## src/rtl/ps2_rx_fifo.sv

```systemverilog
// PS/2 device-to-host receiver with an 8-entry byte FIFO.
// Raw pins are synchronised, 11-bit frames are deframed and checked, and
// good bytes are buffered for the keyboard controller's pop handshake.
module ps2_rx_fifo #(
    parameter int TIMEOUT_CYC = 50000
) (
    input  logic       clk,
    input  logic       rst,
    input  logic       ps2_clk,
    input  logic       ps2_data,
    input  logic       nextdata_n,
    output logic [7:0] data,
    output logic       ready,
    output logic       overflow,
    output logic       frame_err
);

    localparam int TW = $clog2(TIMEOUT_CYC + 1);

    // Synchroniser chains: bit 0 is newest, bit 2 is oldest.
    logic [2:0]    clk_sync;
    logic [2:0]    data_sync;

    // Receiver state.
    logic [3:0]    bit_cnt;
    logic [9:0]    shreg;
    logic [TW-1:0] tcnt;

    // FIFO state.
    logic [7:0]    mem [8];
    logic [2:0]    wptr;
    logic [2:0]    rptr;
    logic [3:0]    count;

    logic          fall;
    logic          bit_in;
    logic          frame_done;
    logic          frame_ok;
    logic          full;
    logic          pop;
    logic          push_req;
    logic          push;
    logic          drop;

    // A falling edge is the oldest clock flop at 1 with the next one at 0;
    // the data bit is taken from the oldest data flop in the same cycle.
    assign fall   = clk_sync[2] & ~clk_sync[1];
    assign bit_in = data_sync[2];

    // The 11th edge carries the stop bit. shreg holds parity,d7..d0,start.
    assign frame_done = fall && (bit_cnt == 4'd10);
    assign frame_ok   = ~shreg[0] & bit_in & (^shreg[9:1]);

    assign full     = (count == 4'd8);
    assign pop      = ~nextdata_n & (count != 4'd0);
    assign push_req = frame_done & frame_ok;
    // When full, a simultaneous pop frees the slot the new byte needs.
    assign push     = push_req & (~full | pop);
    assign drop     = push_req & full & ~pop;

    assign ready = (count != 4'd0);
    assign data  = mem[rptr];

    // Three-flop synchronisers on both raw pins, idling high.
    always_ff @(posedge clk) begin
        if (!rst) begin
            clk_sync  <= 3'b111;
            data_sync <= 3'b111;
        end else begin
            clk_sync  <= {clk_sync[1:0], ps2_clk};
            data_sync <= {data_sync[1:0], ps2_data};
        end
    end

    // Bit counter, shift register and stall timeout for frame reception.
    always_ff @(posedge clk) begin
        if (!rst) begin
            bit_cnt <= 4'd0;
            shreg   <= 10'd0;
            tcnt    <= '0;
        end else if (fall) begin
            tcnt <= '0;
            if (bit_cnt == 4'd10) begin
                bit_cnt <= 4'd0;
            end else begin
                shreg   <= {bit_in, shreg[9:1]};
                bit_cnt <= bit_cnt + 4'd1;
            end
        end else if (bit_cnt != 4'd0) begin
            // A partial frame with no edges for too long is abandoned.
            if (tcnt == TW'(TIMEOUT_CYC)) begin
                bit_cnt <= 4'd0;
                shreg   <= 10'd0;
                tcnt    <= '0;
            end else begin
                tcnt <= tcnt + TW'(1);
            end
        end else begin
            tcnt <= '0;
        end
    end

    // FIFO storage write; contents need no reset since ready gates them.
    always_ff @(posedge clk) begin
        if (push) begin
            mem[wptr] <= shreg[8:1];
        end
    end

    // FIFO pointers, occupancy, sticky overflow and the frame error pulse.
    always_ff @(posedge clk) begin
        if (!rst) begin
            wptr      <= 3'd0;
            rptr      <= 3'd0;
            count     <= 4'd0;
            overflow  <= 1'b0;
            frame_err <= 1'b0;
        end else begin
            if (push) begin
                wptr <= wptr + 3'd1;
            end
            if (pop) begin
                rptr <= rptr + 3'd1;
            end
            case ({push, pop})
                2'b10:   count <= count + 4'd1;
                2'b01:   count <= count - 4'd1;
                default: count <= count;
            endcase
            if (pop) begin
                overflow <= 1'b0;
            end else if (drop) begin
                overflow <= 1'b1;
            end
            frame_err <= frame_done & ~frame_ok;
        end
    end

endmodule

```

## config.mk

```make
export PLATFORM = sky130hd
export DESIGN_NAME = ps2_rx_fifo
export DESIGN_NICKNAME = d
export VERILOG_FILES = /design/src/rtl/ps2_rx_fifo.sv
export SDC_FILE = /design/constraint.sdc
export NUM_CORES = 1
export LEC_CHECK = 0
export CORE_ASPECT_RATIO = 1.2
export CORE_UTILIZATION = 30
export CTS_CLUSTER_DIAMETER = 40
export DETAILED_ROUTE_END_ITERATION = 6
export GPL_ROUTABILITY_DRIVEN = 0
export GPL_TIMING_DRIVEN = 0
export PLACE_DENSITY = 0.51
export SETUP_SLACK_MARGIN = 0.2
export SYNTH_ARGS = -nofsm -noshare
export SYNTH_HDL_FRONTEND = slang
export SYNTH_SLANG_ARGS = --single-unit
```

## constraint.sdc

```tcl
create_clock -name clk -period 2.5 [get_ports clk]
set_input_delay 0.375 -clock clk [delete_from_list [all_inputs] [get_ports clk]]
set_output_delay 0.375 -clock clk [all_outputs]
set_load 0.01 [all_outputs]
```

==> results <==
- Synthesis handed over a netlist of between 300 and 400 instances.
- The number of antenna violations at the first check in global routing is 0.
- For the worst setup path, the data required time is 2.79 ns.
- Of all nets on the critical path, the largest fanout is 4.
- The sequential share of power is 0.443.
- The async set or reset register ratio after synthesis is 0.
- The clock tree from TritonCTS is yes.
- The capturing point of the worst reg2reg path is count[2].
- In the final layout, the share of cells above drive strength 1 is 0.3543.
- The number of H-tree branching levels is 4.
- The post-synthesis xor/xnor area fraction is 0.04651.
- The worst setup slack for register-to-register paths is -0.04 ns.
- Clock-pin slew was measured on the worst setup and hold paths at ~0.050 ns.
- The number of setup violations in the final report is 1.
- The part of the power in combinational logic is 0.017.
- The final reports fail on negative setup slack.
- The final layout contains 460 nets.
- The area of the multi-input gates is 2086 um2.
- The count of pins on the block boundary is 16.
- The floorplan has 50 rows.
- Yosys mapped a number of flops with a built-in enable equal to between 60 and 70.
- The fmax is 393.7 MHz.
- For hold timing, the worst endpoint is clk_sync[1].
- The clock tree root driver cell is sky130_fd_sc_hd__clkbuf_16.
- The initial utilization of the core area, before any placement, comes to 0.3079.
- The flow ran to the end, but the final reports show violations.
- STA puts the critical path data arrival time at around 2.8 ns.
- The largest total area in the synthesized netlist belongs to sky130_fd_sc_hd__edfxtp_1.
- The synthesized netlist net count is 382.
- The global-route usage over all layers is 0.1343.
- The area occupied by registers is 2982 um2.
- Once layout is complete, the utilization of the core stands at 0.4326.
- Of the total synthesized cell area, the portion taken by AND, OR, NAND and NOR gates is 0.1400.
- The minimum clock period after layout is 2.540 ns.
- The hold buffer count at cts is 0.
- The largest net degree at the start of global routing is 17.
- The clock arrives with 0.007687 ns of skew.
- After synthesis, the largest family of logic cells by area is simple AND/OR/NAND/NOR gates.
- By area the synthesized netlist is led by sky130_fd_sc_hd__edfxtp_1 40%, sky130_fd_sc_hd__dfxtp_1 21%, sky130_fd_sc_hd__mux4_2 7.5%.
- The portion of the clock cycle consumed by the worst path in the final layout is 1.016.
- The average cell area after synthesis is 13.05 um2.
- The total power divided by cell area is 661.1 nW/um2.
- The layout filler cell count is 1448.
- In the routed design, unresolved DRC markers number 0.
- The hold violation count in the final report is 0.
- The element type at the critical path start is a register.
- Detailed placement finished with a half-perimeter wire length of 6.142 mm.
- The clock network fraction of design power is 0.541.
- The net switching power is 0.8577 mW.
- The share of synthesized cell area in full adder, half adder and majority cells is 0.02078.
- The core region is 15640 um2.
- Setup repair after global routing could not meet its margin everywhere.
- At the pin with the least slew margin, the transition time is 0.7609 ns.
- The synthesized cell area is 4816 um2.
- The number of buffer cells added on primary ports is 15.
- The internal power is 3.615 mW.
- The horizontal die dimension is 117.7 um.
- The top cell type's share of synthesized area is 0.3991.
- Dividing the detail-routed via count by the number of cells gives 4.723.
- The clock latency at the later pin of the worst-skew pair is 0.41 ns.
- The clock passes through at most 2 buffers.
- Of the total power, the share spent switching nets is 0.1917.
- For this run, the register share of the synthesized area comes to 0.6111.
- Relative to the synthesized area, the layout overhead comes to 40.50%.
- The die covers around 17000 um2.
- Once routing completed, OpenROAD measured the worst setup slack at -0.03977 ns.
- Across the run, the number of max-cap violations was 0.
- For this block, the initial DRC count from the detailed router was 140.
- Counting the buffers created by CTS gives 17.
- In the synthesized netlist the dominant register cell turns out to be sky130_fd_sc_hd__edfxtp_1.
- The worst-case reg-to-reg path depth is 11.
- The analysis attributes to cell leakage a power of 2.292 nW.
- The worst IR drop on VDD is 0.3060 mV.
- The via count of the routed design is between 3000 and 4000.
- The compound-cell area share of the yosys netlist is 0.05274.
- From bottom edge to top edge, the die measures 140.8 um.
- The source of the worst hold timing path is clk_sync[0].
- The iteration count of the initial detailed-routing pass is 4.
- The category of the worst setup path capture point is a register.
- After detailed routing, the average wire length per cell comes to 15.16 um.
- The portion of synthesized area spent on multiplexers is 0.1039.
- Clock tree synthesis found a total of 115 sinks.
- Headroom to the max-slew limit came out at 0.4927.
- Counting distinct cell types in the post-synthesis netlist gives 50.
- The antenna diode instance count is 0.
- The worst min-delay path class is reg -> reg.
- The routed wire length is roughly 10 mm.
- For this run, the number of Yosys warnings is 0.
- The first global-routing pass estimated 16.93 mm of wire.
- The total overflow reported by the global router is 0.
- Once detail routing completed, the nets flagged for antenna violations numbered 0.
- The via count of the first global-routing pass was 3296.
- The startpoint identified for the worst register-to-register timing path is shreg[7].
- The number of register bits inferred by synthesis is between 100 and 150.
- The number of pins exceeding their max-slew limit in the final report is 0.
- Adding up every negative setup slack in the final design gives -0.03977 ns.
- The type of the worst setup path is reg -> reg.
- The number of cells on the worst hold path is 1.
## final cells by class
| cell class | count | area share |
|---|---|---|
| buffer | 17 | 0.01757 |
| clock buffer | 22 | 0.06860 |
| clock inverter | 10 | 0.01960 |
| inverter | 12 | 0.007027 |
| multi-input combinational | 225 | 0.3082 |
| sequential | 115 | 0.4406 |
| tap | 208 | 0.03846 |
| timing repair buffer | 59 | 0.09985 |
## layer usage
metal  part of all wire  GRT usage  up-vias
met2               0.54     0.2443       43
li1                   -          -     1537
met1               0.41     0.1458     1562
met4              0.017    0.06680        0
met3              0.025    0.03155       13
met5                  0          0        -
## registers in the layout, indices dropped and copies added (netlist names), named ones only
name,flops
frame_err,1
overflow,1
mem,64
count,4
bit_cnt,4
clk_sync,3
data_sync,3
wptr,3
rptr,3
shreg,10
tcnt,16
## critical path: stages, from the launching register on
cell,delay [ns]
sky130_fd_sc_hd__dfxtp_4,0.35
sky130_fd_sc_hd__xnor2_2,0.15
sky130_fd_sc_hd__xnor3_2,0.50
sky130_fd_sc_hd__mux2i_4,0.20
sky130_fd_sc_hd__buf_6,0.13
sky130_fd_sc_hd__nand2_4,0.05
sky130_fd_sc_hd__xnor2_2,0.16
sky130_fd_sc_hd__ha_4,0.16
sky130_fd_sc_hd__or3_4,0.34
sky130_fd_sc_hd__and3_4,0.16
sky130_fd_sc_hd__o21ai_2,0.12
sky130_fd_sc_hd__o211ai_1,0.09
## power by group through the flow
stage	Sequential, mW	Combinational [mW]	Clock (mW)
final	1.98	0.0754	2.42
after global routing	1.98	0.0832	2.56
after CTS	1.98	0.0705	2.48
after detailed placement	2.03	0.0596	0
after global placement	2.03	0.0587	0
after floorplan	2.02	0.0394	0
## layout by cell type (no fill, tap or decap), drive strengths merged, types with 11 or more instances in the layout
cell,netlist,routed
edfxtp,64,64
buf,9,62
dfxtp,51,51
nor2,42,42
clkbuf,8,29
mux4,16,16
nand3,14,14
xnor2,14,14
nand2b,12,12
inv,12,12
nand2,12,12
a22oi,11,11
nor3,11,11
## cell families (layout without fill, tap and decap cells)
logic type,count (synthesis),count (layout)
simple gates,128,128
flops,115,115
compound gates,38,38
mux,29,29
buf+inv,29,120
xor+xnor,22,22
fa+ha+maj,8,8
## metrics by stage
step / std cells / total power [mW] / instance area, um2 / hold slack, ns / setup WS [ns]
2_1_floorplan: 369 / 2.063 / 4866 / 0.3863 / -0.05953
3_3_place_gp: 592 / 2.084 / 5276 / 0.3893 / -0.7856
5_1_grt: 668 / 4.622 / 6766 / 0.4241 / -0.1690
4_1_cts: 659 / 4.527 / 6598 / 0.4037 / 0.002975
6_report: 668 / 4.473 / 6766 / 0.4007 / -0.03977
3_5_place_dp: 592 / 2.085 / 5276 / 0.3918 / -0.8264
## Yosys cell counts (all sizes together), types with 2 or more instances
| master | count |
|---|---|
| a211oi | 2 |
| a21oi | 7 |
| a22oi | 11 |
| and2 | 3 |
| and3 | 5 |
| buf | 9 |
| clkbuf | 8 |
| dfxtp | 51 |
| edfxtp | 64 |
| ha | 8 |
| inv | 12 |
| mux2 | 8 |
| mux2i | 5 |
| mux4 | 16 |
| nand2 | 12 |
| nand2b | 12 |
| nand3 | 14 |
| nand3b | 2 |
| nand4 | 5 |
| nand4b | 2 |
| nor2 | 42 |
| nor2b | 2 |
| nor3 | 11 |
| nor4 | 5 |
| o21ai | 7 |
| o311ai | 2 |
| or3 | 4 |
| or4 | 3 |
| or4b | 2 |
| xnor2 | 14 |
| xor2 | 6 |
## worst max path at each step
stage	cells after the start	slack, ns	end	from
3_5_place_dp	4	-0.83	mem[3][4]	nextdata_n
5_1_grt	11	-0.17	count[2]	shreg[7]
2_1_floorplan	11	-0.06	count[2]	shreg[6]
3_3_place_gp	4	-0.79	mem[3][4]	nextdata_n
6_report	11	-0.04	count[2]	shreg[7]
4_1_cts	11	0.003	count[2]	shreg[6]
## repair_timing
item / 4_1_cts / 5_1_grt
gates cloned: 1 / 0
gates resized for setup: 111 / 23
endpoints found under the setup margin: 86 / 88
pin swaps: 21 / 6
setup buffers: 34 / 9
(Power assumes the default switching activity.)
